$ cat src/rtl/median3x3_dual.sv
// Dual-window 3x3 median filter: captures a 3x4 pixel block and returns the
// medians of columns 0..2 and 1..3 through a four-state pipeline.
module median3x3_dual #(
  parameter int PIX_W = 16
) (
  input  logic               clk,
  input  logic               rst_n,
  input  logic [4*PIX_W-1:0] four_pixel1,
  input  logic [4*PIX_W-1:0] four_pixel2,
  input  logic [4*PIX_W-1:0] four_pixel3,
  input  logic               nxt_data_flag,
  output logic [PIX_W-1:0]   medfilt_data_out,
  output logic [PIX_W-1:0]   medfilt_data_out2,
  output logic               medfilt_done_flag,
  output logic               data_get_flag
);

  // state | meaning
  // IDLE  | waiting for nxt_data_flag; latches the 12-pixel block
  // S1    | per window, per row: sort three pixels into lo/mi/hi
  // S2    | per window: a = max(lo), b = med(mi), c = min(hi)
  // S3    | per window: result = med(a, b, c); pulse done
  typedef enum logic [1:0] {
    IDLE = 2'd0,
    S1   = 2'd1,
    S2   = 2'd2,
    S3   = 2'd3
  } state_t;

  state_t state_q, state_d;

  logic [4*PIX_W-1:0] row_bus [3];

  logic [PIX_W-1:0] pix_q [3][4];
  logic [PIX_W-1:0] pix_d [3][4];

  logic [PIX_W-1:0] lo_q [2][3];
  logic [PIX_W-1:0] lo_d [2][3];
  logic [PIX_W-1:0] mi_q [2][3];
  logic [PIX_W-1:0] mi_d [2][3];
  logic [PIX_W-1:0] hi_q [2][3];
  logic [PIX_W-1:0] hi_d [2][3];

  logic [PIX_W-1:0] a_q [2];
  logic [PIX_W-1:0] a_d [2];
  logic [PIX_W-1:0] b_q [2];
  logic [PIX_W-1:0] b_d [2];
  logic [PIX_W-1:0] c_q [2];
  logic [PIX_W-1:0] c_d [2];

  logic [PIX_W-1:0] out_q [2];
  logic [PIX_W-1:0] out_d [2];

  logic done_q, done_d;
  logic get_q, get_d;

  assign row_bus[0] = four_pixel1;
  assign row_bus[1] = four_pixel2;
  assign row_bus[2] = four_pixel3;

  function automatic logic [PIX_W-1:0] min2(input logic [PIX_W-1:0] x,
                                            input logic [PIX_W-1:0] y);
    return (x < y) ? x : y;
  endfunction

  function automatic logic [PIX_W-1:0] max2(input logic [PIX_W-1:0] x,
                                            input logic [PIX_W-1:0] y);
    return (x > y) ? x : y;
  endfunction

  function automatic logic [PIX_W-1:0] min3(input logic [PIX_W-1:0] x,
                                            input logic [PIX_W-1:0] y,
                                            input logic [PIX_W-1:0] z);
    return min2(min2(x, y), z);
  endfunction

  function automatic logic [PIX_W-1:0] max3(input logic [PIX_W-1:0] x,
                                            input logic [PIX_W-1:0] y,
                                            input logic [PIX_W-1:0] z);
    return max2(max2(x, y), z);
  endfunction

  // Median of three: the larger of min(x,y) and min(max(x,y), z).
  function automatic logic [PIX_W-1:0] med3(input logic [PIX_W-1:0] x,
                                            input logic [PIX_W-1:0] y,
                                            input logic [PIX_W-1:0] z);
    return max2(min2(x, y), min2(max2(x, y), z));
  endfunction

  always_comb begin
    state_d = state_q;
    pix_d   = pix_q;
    lo_d    = lo_q;
    mi_d    = mi_q;
    hi_d    = hi_q;
    a_d     = a_q;
    b_d     = b_q;
    c_d     = c_q;
    out_d   = out_q;
    done_d  = 1'b0;
    get_d   = 1'b0;

    case (state_q)
      IDLE: begin
        if (nxt_data_flag) begin
          // Column 0 sits in the most significant slice of each row bus.
          for (int r = 0; r < 3; r++) begin
            for (int c = 0; c < 4; c++) begin
              pix_d[r][c] = row_bus[r][(3-c)*PIX_W +: PIX_W];
            end
          end
          get_d   = 1'b1;
          state_d = S1;
        end
      end

      S1: begin
        for (int w = 0; w < 2; w++) begin
          for (int r = 0; r < 3; r++) begin
            lo_d[w][r] = min3(pix_q[r][w], pix_q[r][w+1], pix_q[r][w+2]);
            mi_d[w][r] = med3(pix_q[r][w], pix_q[r][w+1], pix_q[r][w+2]);
            hi_d[w][r] = max3(pix_q[r][w], pix_q[r][w+1], pix_q[r][w+2]);
          end
        end
        state_d = S2;
      end

      S2: begin
        for (int w = 0; w < 2; w++) begin
          a_d[w] = max3(lo_q[w][0], lo_q[w][1], lo_q[w][2]);
          b_d[w] = med3(mi_q[w][0], mi_q[w][1], mi_q[w][2]);
          c_d[w] = min3(hi_q[w][0], hi_q[w][1], hi_q[w][2]);
        end
        state_d = S3;
      end

      S3: begin
        for (int w = 0; w < 2; w++) begin
          out_d[w] = med3(a_q[w], b_q[w], c_q[w]);
        end
        done_d  = 1'b1;
        state_d = IDLE;
      end

      default: state_d = IDLE;
    endcase
  end

  always_ff @(posedge clk) begin
    if (!rst_n) begin
      state_q <= IDLE;
      done_q  <= 1'b0;
      get_q   <= 1'b0;
      for (int r = 0; r < 3; r++) begin
        for (int c = 0; c < 4; c++) begin
          pix_q[r][c] <= '0;
        end
      end
      for (int w = 0; w < 2; w++) begin
        for (int r = 0; r < 3; r++) begin
          lo_q[w][r] <= '0;
          mi_q[w][r] <= '0;
          hi_q[w][r] <= '0;
        end
        a_q[w]   <= '0;
        b_q[w]   <= '0;
        c_q[w]   <= '0;
        out_q[w] <= '0;
      end
    end else begin
      state_q <= state_d;
      pix_q   <= pix_d;
      lo_q    <= lo_d;
      mi_q    <= mi_d;
      hi_q    <= hi_d;
      a_q     <= a_d;
      b_q     <= b_d;
      c_q     <= c_d;
      out_q   <= out_d;
      done_q  <= done_d;
      get_q   <= get_d;
    end
  end

  assign medfilt_data_out  = out_q[0];
  assign medfilt_data_out2 = out_q[1];
  assign medfilt_done_flag = done_q;
  assign data_get_flag     = get_q;

endmodule

$ cat config.mk
export PLATFORM = sky130hd
export DESIGN_NAME = median3x3_dual
export DESIGN_NICKNAME = d
export VERILOG_FILES = /design/src/rtl/median3x3_dual.sv
export SDC_FILE = /design/constraint.sdc
export NUM_CORES = 2
export LEC_CHECK = 0
export CORE_MARGIN = 5
export CORE_UTILIZATION = 55
export DETAILED_ROUTE_END_ITERATION = 7
export PLACE_DENSITY_LB_ADDON = 0.2
export SKIP_LAST_GASP = 1
export SYNTH_ARGS = -nofsm -noshare
export SYNTH_HDL_FRONTEND = slang
export SYNTH_SLANG_ARGS = --single-unit
$ cat constraint.sdc
create_clock -name clk -period 9.4 [get_ports clk]
set_input_delay 1.88 -clock clk [delete_from_list [all_inputs] [get_ports clk]]
set_output_delay 1.88 -clock clk [all_outputs]
set_load 0.1 [all_outputs]
Word-level counts from Yosys, hierarchy flattened
Cells that the tools add are included.

Register bits after elaboration: 612. Latch bits: 0. Bits in writable memories: 0. Memory bits (read-only): 0. Bits of input ports: 195. Output and inout bits: 34. Logic and storage cells: 172. Memories kept: 0.

Add/sub/neg operators: 0. Multipliers: 0. Divide/modulo/power cells: 0. Order comparisons: 60. Equal/unequal tests: 4. Shift operators: 0. Multiplexer cells: 64. Bitwise gates (word level): 0. Reductions and logical operators: 3.

Operator list (count): $mux 16 (60); $gt 16x16->1 (30); $lt 16x16->1 (30); $pmux 2 s4 (1); $eq 2x2->1 const B (2); $reduce_and 2->1 (2); $eq 2x1->1 const B (1); $logic_not 2->1 (1); $mux 1 (2); $mux 2 (1); $ne 2x2->1 const B (1).

Logic depth before layout (Yosys ltp)
Depth after elaboration: 6. Gate-level depth with buffers: 32. Mapped depth without buffers: 27.

Worst setup path before layout
Ideal clock, no wire load.

Kind: register to register. Start: register pix_q[46] (netlist bit). End: register mi_q[56] (netlist bit). Data arrival time: 6820 ps. Data required time: 9267 ps. Path slack: 2448 ps. Cell stages (with the launch flop): 29. Path buffers: 5. Clock period less this slack: 6952 ps. Cell sequence: dfxtp_1 inv_1 ha_1 nand4_1 a2111o_1 a31oi_1 buf_2 mux2i_1 inv_1 ha_1 nand4_1 nor2_1 nand2_1 a211oi_1 or3_1 clkbuf_1 clkbuf_1 mux2i_1 inv_1 ha_1 or3_1 o211ai_1 a21oi_1 o31ai_1 a21o_1 clkbuf_1 buf_1 mux2i_1 a21oi_1.

Longest elaborated chain between the ends: 6.

RTL lines: start: declaration (RTL line 34) `logic [PIX_W-1:0] pix_q [3][4];`; start signal: assignment (RTL line 172) `pix_q <= pix_d;`; $gt 16x16->1 (RTL line 68) `return (x > y) ? x : y;`; $mux 16 (RTL line 68); $lt 16x16->1 (RTL line 63) `return (x < y) ? x : y;`; $mux 16 (RTL line 63); $gt 16x16->1 (RTL line 68); $mux 16 (*) (RTL line 68); end signal: assignment (RTL line 174) `mi_q <= mi_d;`; end: declaration (RTL line 39) `logic [PIX_W-1:0] mi_q [2][3];`.

Mark *: on every way between the ends. The rest lies on a longest branch, timed or not. A chain may end at the register's enable or synchronous reset.

Worst setup path in the final report
Start: register pix_q[158] (netlist bit). End: register mi_q[44] (netlist bit).

Same word-level chain as after synthesis.

==> impl_metrics.ini <==
[setup_path]
worstReg2RegEnd = mi_q[44]$_SDFFE_PN0N_
cp_common_cell = ha_1
path_cells = inv_1 > ha_1 > nand4_1 > or3_1 > o221a_2 > a21oi_2 > mux2i_1 > ha_1 > a21o_1 > a21o_1 > a2111oi_0 > o31ai_1 > a221o_1 > nand2_1 > o21ai_0 > ha_1 > nand4_1 > or2_2 > nor4_1 > a211oi_1 > nor2_1 > o221ai_1
cp.arrival_ns = 8.87
crit_path_start = pix_q[158]$_SDFFE_PN0P_
critPathMaxFanout = 32
cp-end-kind = flop
r2r-start = pix_q[158]$_SDFFE_PN0P_
r2r_cells = 22
slowest_delay_ns = 0.94
crit_slowest_cell = a21oi_2
ff2ff_setup_slack_ns = 1.0
crit_path_start_kind = flop
critPathKind = flop to flop
cp.required_ns = 9.87

[timing]
worstMarginPinSlew_ns = 1.208
setup_violations = 0
rsz0062_at_grt = false
slew_headroom_pct = 19.00
maxSlewViolCount = 0
hold_viol = 0
tns_ns = 0
hold-worst-slack_ns = 0.4526
period_share_pct = 89.36
fmax_ghz = 0.1190
period_needed_ns = 8.400
clock_skew_ns = 0.03475

[synthesis]
synthesis.nets = 6903
synthTopCellsByArea = dfxtp_1 26%, ha_1 18%, a21oi_1 6.2%
synth_area_per_cell_sq_um = 7.908
synthCells = 6013
ys_types = 82
ys_seq_area_share_pct = 25.77
ys_ff_latch = 612
syn_area_sq_um = 47550
async_flop_share_pct = 0
yosys_warnings = 0
synth_enable_flop_cells = 0
synth_top_area_share_pct = 25.77
synthFlopType = dfxtp_1
yosysTopAreaCell = dfxtp_1

[routing]
drc = 0
vias = 47277
ant_nets = 0
wire_per_inst_um = 24.65
drt-total-wl_mm = 178.2
drtIter0Drc = 5553
drt_pre_antenna_iters = 6
via_per_inst = 6.539

[clock_network]
clk_pin_slew_ns = 0.06
ctsHoldBuffers = 0
clock_sinks = 612
cts-resized-gates = 0
cts_tree = done
numCtsBuffers = 74
max-clock-path-buffers = 3
cts_setup_buffers = 0
clock_latency_ns = 0.67
clock-root-buffer = clkbuf_16
htreeDepth = 3

[floorplanning]
row_count = 107
die_area_sq_um = 92430
start_util_pct = 55.58
ios = 229
core_region_area_sq_um = 85550
die_y_um = 304.0
die_w_um = 304.0

[finish]
fillCellCount = 7743
multi_input_area_sq_um = 32060
area_delta_synth_final_pct = 11.69
finalNetCount = 6915
seq_area_sq_um = 12250
drive_above_1_share_pct = 6.229

[global_route]
grt_pass1_wl_mm = 267.2
grt_pass1_vias = 44434
grt_start_max_net_pins = 218
grt_overflow = 0
grt_usage_pct = 36.33
grt_antenna_before_repair = 5

[min_path]
holdPathStages = 2
hp-class = flop to flop
hold_end = medfilt_data_out2[0]$_SDFFE_PN0P_
hold_start = medfilt_data_out2[0]$_SDFFE_PN0P_

[place]
gp_congestion = 1.020
port_buffers = 228
post-dp-hpwl_mm = 137.2

[run_status]
status = complete, no violations

[flow_run]
maxCapViolCount = 0
==> cells by family after synthesis <==
kind of cell               after synthesis  synth area share (%)
buffers and inverters                  888                 7.071
adders and majority gates              695                 18.29
DFF                                    612                 25.77
AOI/OAI and AO/OA                     1789                 24.33
muxes                                  374                 8.197
and+or+nand+nor                       1655                 16.35
==> cells in the final DEF, fill, tap and decap left out, types with 154 or more instances in the layout <==
cell / synthesis / routed
nand2_1: 760 / 758
ha_1: 695 / 693
dfxtp_1: 612 / 612
a21oi_1: 590 / 589
inv_1: 527 / 525
o21ai_0: 366 / 365
nand3_1: 296 / 296
mux2i_1: 251 / 251
clkdlybuf4s50_1: 0 / 227
nand4_1: 169 / 169
nor2_1: 157 / 154
==> synth_stat cells (all sizes together), types with 15 or more instances <==
cell type  count
o2111ai       19
a21o         143
a221oi        25
o221ai        80
nand4        169
o211ai       113
o31ai         26
o311ai        58
nor2         158
nand3b        30
a221o         34
a22oi         29
o21ai        374
nor4          22
a31oi         44
a311oi        16
dfxtp        612
nand3        296
nand2b        22
or3b          15
ha           695
inv          527
or3           18
nand2        760
clkbuf       319
nor2b         35
nor3          68
a211oi        27
o21a          49
a32o          31
buf           42
o21bai        22
mux2         123
mux2i        251
a211o         27
a21oi        592
==> registers in the layout (all words and copies together), names as in the netlist <==
register,flops
pix_q,192
hi_q,96
lo_q,96
mi_q,96
a_q,32
b_q,32
c_q,32
medfilt_data_out2,16
medfilt_data_out,16
state_q,2
data_get_flag,1
medfilt_done_flag,1
==> how the worst max path moves through the flow <==
stage,depth (start not counted),end
3_3_place_gp,22,mi_q[43]$_SDFFE_PN0N_
4_1_cts,22,mi_q[33]$_SDFFE_PN0N_
6_report,22,mi_q[44]$_SDFFE_PN0N_
2_1_floorplan,28,mi_q[56]$_SDFFE_PN0N_
3_5_place_dp,22,mi_q[33]$_SDFFE_PN0N_
5_1_grt,22,mi_q[33]$_SDFFE_PN0N_
==> stage by stage <==
step	worst slack (ns)	area, sq um	util (%)	std cells
floorplan	2.448	47550	-	6013
global placement	1.468	50590	59.14	7093
detailed placement	1.391	50590	59.14	7093
CTS	1.362	53100	62.07	7228
global route	0.6988	53100	62.07	7229
finish	0.9998	53110	62.08	7230
==> cell type report <==
type,instances,share of cell area [%]
clock buffer,99,3.833
sequential,612,23.07
timing repair buffer,297,5.374
inverter,527,3.748
antenna,2,0.009424
multi-input combinational,4513,60.38
clock inverter,36,0.8929
tap,1144,2.695
==> layer usage <==
metal	part of all wire, %	wire, um	track usage (%)
met1	41	73100	47.98
met2	43	77460	56.82
met3	9.7	17270	7.628
met4	5.8	10350	17.46
met5	0.021	38	0
==> critical path: cells and delay by family, from the launching register on <==
| kind | cells | cell delay (ns) |
|---|---|---|
| adder cells (fa/ha/maj) | 3 | 1.09 |
| AND/OR/NAND/NOR | 7 | 2.53 |
| flip-flops | 1 | 0.43 |
| multiplexers | 1 | 0.57 |
| buffers and inverters | 1 | 0.16 |
| AO/OA/AOI/OAI | 10 | 3.45 |
Power is not shown: default switching activity piles up to over one toggle a cycle in this logic, so the estimate is an artifact.
